--- src/rtl/pipeline_pkg.sv ---
// Shared pipeline-control types and constants for the 5-stage core.
package pipeline_pkg;

    typedef enum logic [1:0] {
        RUN      = 2'd0,
        MEM_WAIT = 2'd1,
        FAULT    = 2'd2
    } state_t;

    localparam logic [1:0] FWD_RF = 2'b00;
    localparam logic [1:0] FWD_W  = 2'b01;
    localparam logic [1:0] FWD_M  = 2'b10;

    localparam logic [4:0] REG_ZERO = 5'd0;

endpackage

--- src/rtl/hazard_ctrl_forward_unit.sv ---
// EX-stage operand forwarding select for one source register; M beats W.
module forward_unit
    import pipeline_pkg::*;
(
    input  logic [4:0] RsE,
    input  logic [4:0] RdM,
    input  logic [4:0] RdW,
    input  logic       RegWriteM,
    input  logic       RegWriteW,
    output logic [1:0] Forward
);

    always_comb begin
        Forward = FWD_RF;
        if (RegWriteM && (RdM != REG_ZERO) && (RdM == RsE))
            Forward = FWD_M;
        else if (RegWriteW && (RdW != REG_ZERO) && (RdW == RsE))
            Forward = FWD_W;
    end

endmodule

--- src/rtl/hazard_ctrl.sv ---
// Pipeline hazard control: stall/flush priority mux, memory-wait FSM with
// timeout abort, stall-cycle counter, and EX forwarding selects.
module hazard_ctrl
    import pipeline_pkg::*;
#(
    parameter int unsigned MEM_TIMEOUT = 16
) (
    input  logic        clk,
    input  logic        reset,
    input  logic [4:0]  Rs1D,
    input  logic [4:0]  Rs2D,
    input  logic [4:0]  Rs1E,
    input  logic [4:0]  Rs2E,
    input  logic [4:0]  RdE,
    input  logic [4:0]  RdM,
    input  logic [4:0]  RdW,
    input  logic        ResultSrcE0,
    input  logic        RegWriteM,
    input  logic        RegWriteW,
    input  logic        PCSrcE,
    input  logic        MemReqM,
    input  logic        MemReadyM,
    output logic        StallF,
    output logic        StallD,
    output logic        StallE,
    output logic        StallM,
    output logic        FlushD,
    output logic        FlushE,
    output logic        FlushM,
    output logic        FlushW,
    output logic [1:0]  ForwardAE,
    output logic [1:0]  ForwardBE,
    output logic        MemFault,
    output logic [31:0] StallCnt
);

    localparam int unsigned CW = (MEM_TIMEOUT > 1) ? $clog2(MEM_TIMEOUT) : 1;
    localparam logic [CW-1:0] CNT_LAST = CW'(MEM_TIMEOUT - 1);

    state_t        state;
    logic [CW-1:0] cnt;
    logic          mem_stall;
    logic          load_use;
    logic [1:0]    fwd_a;
    logic [1:0]    fwd_b;

    forward_unit u_fwd_a (
        .RsE       (Rs1E),
        .RdM       (RdM),
        .RdW       (RdW),
        .RegWriteM (RegWriteM),
        .RegWriteW (RegWriteW),
        .Forward   (fwd_a)
    );

    forward_unit u_fwd_b (
        .RsE       (Rs2E),
        .RdM       (RdM),
        .RdW       (RdW),
        .RegWriteM (RegWriteM),
        .RegWriteW (RegWriteW),
        .Forward   (fwd_b)
    );

    assign mem_stall = MemReqM && !MemReadyM && (state != FAULT);
    assign load_use  = ResultSrcE0 && (RdE != REG_ZERO) && ((RdE == Rs1D) || (RdE == Rs2D));

    assign ForwardAE = reset ? FWD_RF : fwd_a;
    assign ForwardBE = reset ? FWD_RF : fwd_b;

    always_comb begin
        StallF = 1'b0;
        StallD = 1'b0;
        StallE = 1'b0;
        StallM = 1'b0;
        FlushD = 1'b0;
        FlushE = 1'b0;
        FlushM = 1'b0;
        FlushW = 1'b0;
        if (reset) begin
            FlushD = 1'b1;
            FlushE = 1'b1;
            FlushM = 1'b1;
            FlushW = 1'b1;
        end else if (state == FAULT) begin
            StallF = 1'b1;
            FlushD = 1'b1;
            FlushE = 1'b1;
            FlushM = 1'b1;
            FlushW = 1'b1;
        end else if (mem_stall) begin
            // Branch and load-use are held off; they re-evaluate once M releases.
            StallF = 1'b1;
            StallD = 1'b1;
            StallE = 1'b1;
            StallM = 1'b1;
            FlushW = 1'b1;
        end else if (PCSrcE) begin
            FlushD = 1'b1;
            FlushE = 1'b1;
        end else if (load_use) begin
            StallF = 1'b1;
            StallD = 1'b1;
            FlushE = 1'b1;
        end
    end

    always_ff @(posedge clk) begin
        if (reset) begin
            state    <= RUN;
            cnt      <= '0;
            MemFault <= 1'b0;
            StallCnt <= '0;
        end else begin
            MemFault <= 1'b0;
            if (StallF)
                StallCnt <= StallCnt + 32'd1;
            case (state)
                RUN: begin
                    if (mem_stall) begin
                        state <= MEM_WAIT;
                        cnt   <= CW'(1);
                    end
                end
                MEM_WAIT: begin
                    if (!MemReqM || MemReadyM) begin
                        state <= RUN;
                        cnt   <= '0;
                    end else if (cnt == CNT_LAST) begin
                        state    <= FAULT;
                        MemFault <= 1'b1;
                    end else begin
                        cnt <= cnt + CW'(1);
                    end
                end
                FAULT: begin
                    state <= RUN;
                    cnt   <= '0;
                end
                default: begin
                    state <= RUN;
                    cnt   <= '0;
                end
            endcase
        end
    end

endmodule

--- config.mk ---
export PLATFORM = sky130hd
export DESIGN_NAME = hazard_ctrl
export DESIGN_NICKNAME = d
export VERILOG_FILES = /design/src/rtl/pipeline_pkg.sv /design/src/rtl/hazard_ctrl_forward_unit.sv /design/src/rtl/hazard_ctrl.sv
export SDC_FILE = /design/constraint.sdc
export NUM_CORES = 1
export LEC_CHECK = 0
export ABC_AREA = 0
export CAP_MARGIN = 0
export CORE_MARGIN = 4
export CORE_UTILIZATION = 30
export CTS_BUF_LIST = sky130_fd_sc_hd__clkbuf_16
export DETAILED_ROUTE_END_ITERATION = 16
export PLACE_DENSITY_LB_ADDON = 0.15
export SYNTH_ARGS = -nofsm -noshare
export SYNTH_HDL_FRONTEND = slang
export SYNTH_SLANG_ARGS = --single-unit
--- constraint.sdc ---
create_clock -name clk -period 1.9 [get_ports clk]
set_input_delay 0.285 -clock clk [delete_from_list [all_inputs] [get_ports clk]]
set_output_delay 0.285 -clock clk [all_outputs]
set_load 0.05 [all_outputs]
==> results.toml <==
[grt]
first_global_vias = 2684
overflow = 0
grt_use_total_pct = 15.7
grt_max_degree = 40
antenna_found_initial = 0
grt_pass1_wl_um = 12500

[synthesis]
synth_ff_type = "dfxtp_1"
yosysUniqueCellTypes = 41
synth_enable_flop_cells = 0
synthArstFlopShare_pct = 0
synth_area_leaders = "dfxtp_1 33%, xnor2_1 7.7%, or3_1 6.3%, a21oi_1 5.9%, o21ai_0 5.4%"
yosysTopAreaCellShare_pct = 32.7
netlist_area_um2 = 2390
syn_nets = 340
yosysWarnings = 0
ys_seq_area_share_pct = 32.7
ys_ff_latch = 39
synth_top_area_cell = "dfxtp_1"
avgSynthCellArea_um2 = 8.10
synth_cells = 295

[floorplanning]
core-area_um2 = 7730
die_h_um = 97.2
initial_utilization_pct = 30.9
rows = 32
die_area_um2 = 9450
die_w_um = 97.2
pin_count = 88

[detailed_routing]
ant_nets = 0
first_pass_iters = 4
wl_um = 7490
vias = 2676
route.detailed.drc = 0
vias_per_cell = 5.10
drt_iter0_drc = 77
wire_per_inst_um = 14.3

[timing]
hold_viol = 0
post-route-period-util_pct = 104
holdWs_ns = 0.493
final-max-slew-violation-count = 0
final.min_clock_period_ns = 1.98
fin_ws_ns = -0.0794
max_freq_mhz = 505
worstMarginPinSlew_ns = 0.530
rsz0062_at_grt = "true"
skew_ns = 0.00785
relSlewSlack_pct = 64.5
setup_viol = 4
tns_ns = -0.134

[power_and_ir_drop]
power.density_nw_per_um2 = 539
max-vdd-ir-drop_v = 0.000326
fin_total_pwr_mw = 2.26
leakage_nw = 1.56

[clock_tree]
cts_buffers = 5
clock_sinks = 39
cts.clk_slew.worst_paths_ns = 0.06
cts_max_level = 2
clockBufferDepth = 2
cts_root_buf = "clkbuf_16"
clock_latency_ns = 0.28
tritoncts = "yes"

[worst_setup_path]
cp_data_required_time_ns = 1.62
cp-start-kind = "input port"
worstPathArrival_ns = 1.69
critPathCaptureType = "output port"
cp_max_fo = 2
crit_type = "input port to output port"

[finish]
n_antenna_cell = 0
syn2layout_area_growth_pct = 75.2
final_nets = 467
seq_area_um2 = 831
stdcell_count = 525
multiInputGateArea_um2 = 1740
drive_above_1_share_pct = 36.9
fill_cells = 725

[status]
status = "finished, violations left"
violations = "setup timing"

[placed_design]
dpl.cell_count = 512
gp_congestion = 0.778
dp_hpwl_um = 5610
pre_cts_slack_ns = -0.514
io_buffers = 87

[hold_path]
hold_path_class = "flip-flop to flip-flop"

[run]
cap_violations = 0
logic make-up (layout without fill, tap and decap cells):
kind of cell    after synthesis  in the layout  synth area share (%)
flops                        39             39                  32.7
buf+inv                      16            144                  3.88
simple gates                135            135                  33.0
compound gates               66             66                  15.6
fa+ha+maj                     2              2                  1.05
xor+xnor                     34             34                  12.5
mux                           3              3                  1.31
metal layers:
layer	vias to the layer above	wire, um	track usage [%]
met5	-	0	0
met4	0	85	3.73
met3	7	504	4.81
met2	71	3740	27.3
met1	1257	3160	19.0
li1	1341	-	-
cells in the mapped netlist, types with 2 or more instances:
| master | instances |
|---|---|
| nand2b_1 | 5 |
| buf_6 | 3 |
| clkbuf_1 | 8 |
| buf_4 | 2 |
| nand4_1 | 14 |
| or3_1 | 24 |
| o31ai_1 | 4 |
| mux2i_1 | 2 |
| nor2_1 | 14 |
| nor3_1 | 5 |
| and3_1 | 5 |
| o21ai_0 | 26 |
| dfxtp_1 | 39 |
| nor4_1 | 7 |
| and2_1 | 4 |
| nand3_1 | 16 |
| a21oi_1 | 28 |
| xnor2_1 | 21 |
| ha_1 | 2 |
| nor2b_1 | 4 |
| and4_1 | 6 |
| nand2_1 | 16 |
| xor2_1 | 13 |
| or4_1 | 10 |
where the power goes:
| group | internal (mW) | total (mW) | switching (mW) |
|---|---|---|---|
| Combinational | 0.237 | 0.468 | 0.231 |
| Clock | 0.619 | 0.969 | 0.350 |
| Sequential | 0.812 | 0.820 | 0.00798 |
through the flow:
stage | util, % | area (um^2)
finish | 54.2 | 4190
global route | 54.2 | 4190
CTS | 53.0 | 4100
detailed placement | 49.6 | 3840
global placement | 49.6 | 3840
floorplan | - | 2490
registers in the layout, summed over array words and instances (netlist names):
name / count
cnt: 4
MemFault: 1
StallCnt: 32
state: 2
repair_timing:
item | CTS | global route
setup endpoints to repair | 37 | 31
hold buffers | 0 | 0
gates resized for setup | 89 | 53
pin swaps | 29 | 23
buffers inserted | 6 | 1
critical path: stages:
cell and delay [ns]:
buf_6 0.09, or4_4 0.53, o21ai_4 0.16, buf_6 0.11, nor3_2 0.04, nor4_4 0.28
buf_12 0.18
final timing paths:
path / startpoint / to / slack (ns) / cells past startpoint
worst max-delay path: RdM[4] / ForwardAE[0] / -0.08 / 7
worst min-delay path: StallCnt[31]$_SDFFE_PP0P_ / StallCnt[31]$_SDFFE_PP0P_ / 0.49 / 2
worst max register to register: StallCnt[4]$_SDFFE_PP0P_ / StallCnt[23]$_SDFFE_PP0P_ / 0.11 / 6
worst min register to register: StallCnt[31]$_SDFFE_PP0P_ / StallCnt[31]$_SDFFE_PP0P_ / 0.49 / 2
placed cells by master, fill, tap and decap left out, drive strengths merged, types with 2 or more instances in the layout:
cell           instances
clkbuf                15
or3                   24
nand2b                 5
mux2i                  2
dlymetal6s2s           3
nand3                 16
and3                   6
nand4                 15
xor2                  13
o21ai                 27
o31ai                  4
dfxtp                 39
clkinv                 2
dlygate4sd2           11
nor2                  14
and4                   6
nand2                 16
o22ai                  2
nor3                   6
ha                     2
a21oi                 29
nor4                   7
buf                   78
xnor2                 21
clkdlybuf4s50         32
nor2b                  4
or4                   10
and2                   4
cell type report:
| cell class | count | share of cell area (%) |
|---|---|---|
| clock inverters | 3 | 1.05 |
| multi-input cells | 240 | 41.6 |
| clock buffers | 5 | 2.99 |
| well taps | 102 | 3.05 |
| flip-flops and latches | 39 | 19.9 |
| inverters | 1 | 0.0897 |
| repair buffers | 135 | 31.3 |
No activity file was read; power rests on OpenSTA's default activity.
==> RTL change (config.mk and constraints unchanged) <==
Set the parameter `MEM_TIMEOUT` to 32 (it was 16).
--- a/src/rtl/hazard_ctrl.sv
+++ b/src/rtl/hazard_ctrl.sv
@@ -3,7 +3,7 @@
 module hazard_ctrl
     import pipeline_pkg::*;
 #(
-    parameter int unsigned MEM_TIMEOUT = 16
+    parameter int unsigned MEM_TIMEOUT = 32
 ) (
     input  logic        clk,
     input  logic        reset,
Formal check against the unedited RTL: no difference found for any inputs over 10 cycles, from zero or initial values and one cycle with reset high; that may be too few to reach the edited logic, so the function may still have changed.
==> RTL change against the unedited design <==
- the run still ends with negative setup slack left
- sequential share of layout area decreased by 1.1 points
- final area increased by 9.0%
- wire length up 4.6%
- synthesized area rose by 3.2%
- first-iteration DRC count fell by 7.8%
- non-clock buffer count rose by 18
- power is 1.1% higher
- sequential cell count is 1 higher
- setup slack better by 0.0041 ns
==> RTL change: results (changes against the unedited design) <==
Status - finished, violations left
Failing checks - negative setup slack
Post-cts repair resize count - 114 (+28%)
Reg2reg setup slack - 0.07 ns (-0.04 ns)
Most frequent cells after synthesis - dfxtp_1, a21oi_1, nand2_1
Fin util - 0.581 (+0.0399)
Clock insertion delay at the later pin of the skew report - 0.29 ns
Compound-Gate Fraction of Synth Area - 0.191 (+0.0347)
Net count after synthesis - 348 (+2.4%)
Clock-cell share - 0.0365 (-0.00389)
Synth Area in XOR/XNOR - 0.110 (-0.0146)
Place WS - -0.551 ns (-0.0371 ns)
Layout cell share with drive strength beyond 1 - 0.412 (+0.0428)
Non-clk bufs - 153 (+13%)
Hold_ws - 0.466 ns (-0.0277 ns)
Dpl hpwl - 5.63 mm (+0.39%)
Synth area leaders - dfxtp_1, xnor2_1, a21oi_1, or4_1, o31ai_1
Top flop regs - StallCnt: 32 flops, cnt: 5 flops, state: 2 flops
Post-route setup slack - -0.0752 ns (+0.00414 ns)
Multi-input logic cell count - 243 (+1.3%)
Hold endpoint - cnt[3]
Reg2Reg Capture Point - StallCnt[18]
Non-clk buf share - 0.335 (+0.0215)
Multiplexer share of the synthesized area - 0.00406 (-0.00904)
Number of setup buffers added after CTS - 9 (+3)
Port-buffer cells - 87 (unchanged)
Setup violators final - 3 (-1)
Synth top area share - 0.325 (-0.00216)
Placed inst area - 4020 um2 (+4.7%)
Leak pwr - 0.00170 uW (+8.8%)
Via density - 5.07 (-0.48%)
Setup Skew - 0.00657 ns (-0.00127 ns)
Largest net degree at the start of global routing - 45 (+13%)
Crit Reg-Reg Startpoint - StallCnt[5]
Setup tns final - -0.132 ns (+0.00235 ns)
Synth cell types - 39 (-4.9%)
Non-clock inverters - 3 (+2)
Register area share after synthesis - 0.325 (-0.00216)
Placed Instances - 531 (+3.7%)
First-pass GRT wire length - 12.5 mm (+0.50%)
Multi-input gate area - 1870 um2 (+7.3%)
FF-to-FF path depth - 7 (+1)
Core Area - 7850 um2 (+1.6%)
Post-Synth Adder-Cell Area - 0.0152 (+0.00474)
All-Layer GR Usage - 0.154 (-0.00281)
Detailed Route Iter0 Violations - 71 (-7.8%)
Syn Area/Cell - 8.17 um2 (+0.85%)
Max IR drop VDD - 0.390 mV (+20%)
Clkbuf count - 6 (+1)
Layout Nets - 492 (+5.4%)
Final std cells w/o fill - 549 (+4.6%)
Worst hold start - cnt[3]
Sequential cell area share - 0.188 (-0.0107)
Min-Delay Path Depth - 1 (-1)
Max-slew headroom - 0.645 (about the same)
Placer's final routability congestion estimate - 0.883 (+13%)
Seq Cell Count - 40 (+2.6%)
Fill count - 713 (-1.7%)
## RTL change: power groups by stage
stage	Clock (uW)	Combinational, uW	Sequential, uW
global placement	0	436	855
floorplan	0	186	866
finish	930	515	838
CTS	949	482	837
global route	995	549	838
detailed placement	0	438	855
## RTL change: worst max-delay path, delay by kind of cell
family	cells	cell delay, ns
buffers and inverters	3	0.38
AND/OR/NAND/NOR	2	0.88
XOR/XNOR	1	0.14
## RTL change: how the worst max path moves through the flow
stage / depth (start not counted) / startpoint / endpoint
4_1_cts: 7 / RdM[4] / ForwardAE[0]
5_1_grt: 7 / RdM[3] / ForwardAE[0]
6_report: 6 / RdW[4] / ForwardAE[0]
2_1_floorplan: 3 / RdM[3] / ForwardAE[1]
3_5_place_dp: 8 / RdE[2] / StallF
3_3_place_gp: 8 / RdE[2] / StallF
## RTL change: layer usage
metal  up-vias  track usage  wire, um
met5         -            0         0
met1      1295        0.181      3280
li1       1420            -         -
met2        63        0.277      3980
met4         0       0.0357        91
met3         7       0.0453       482
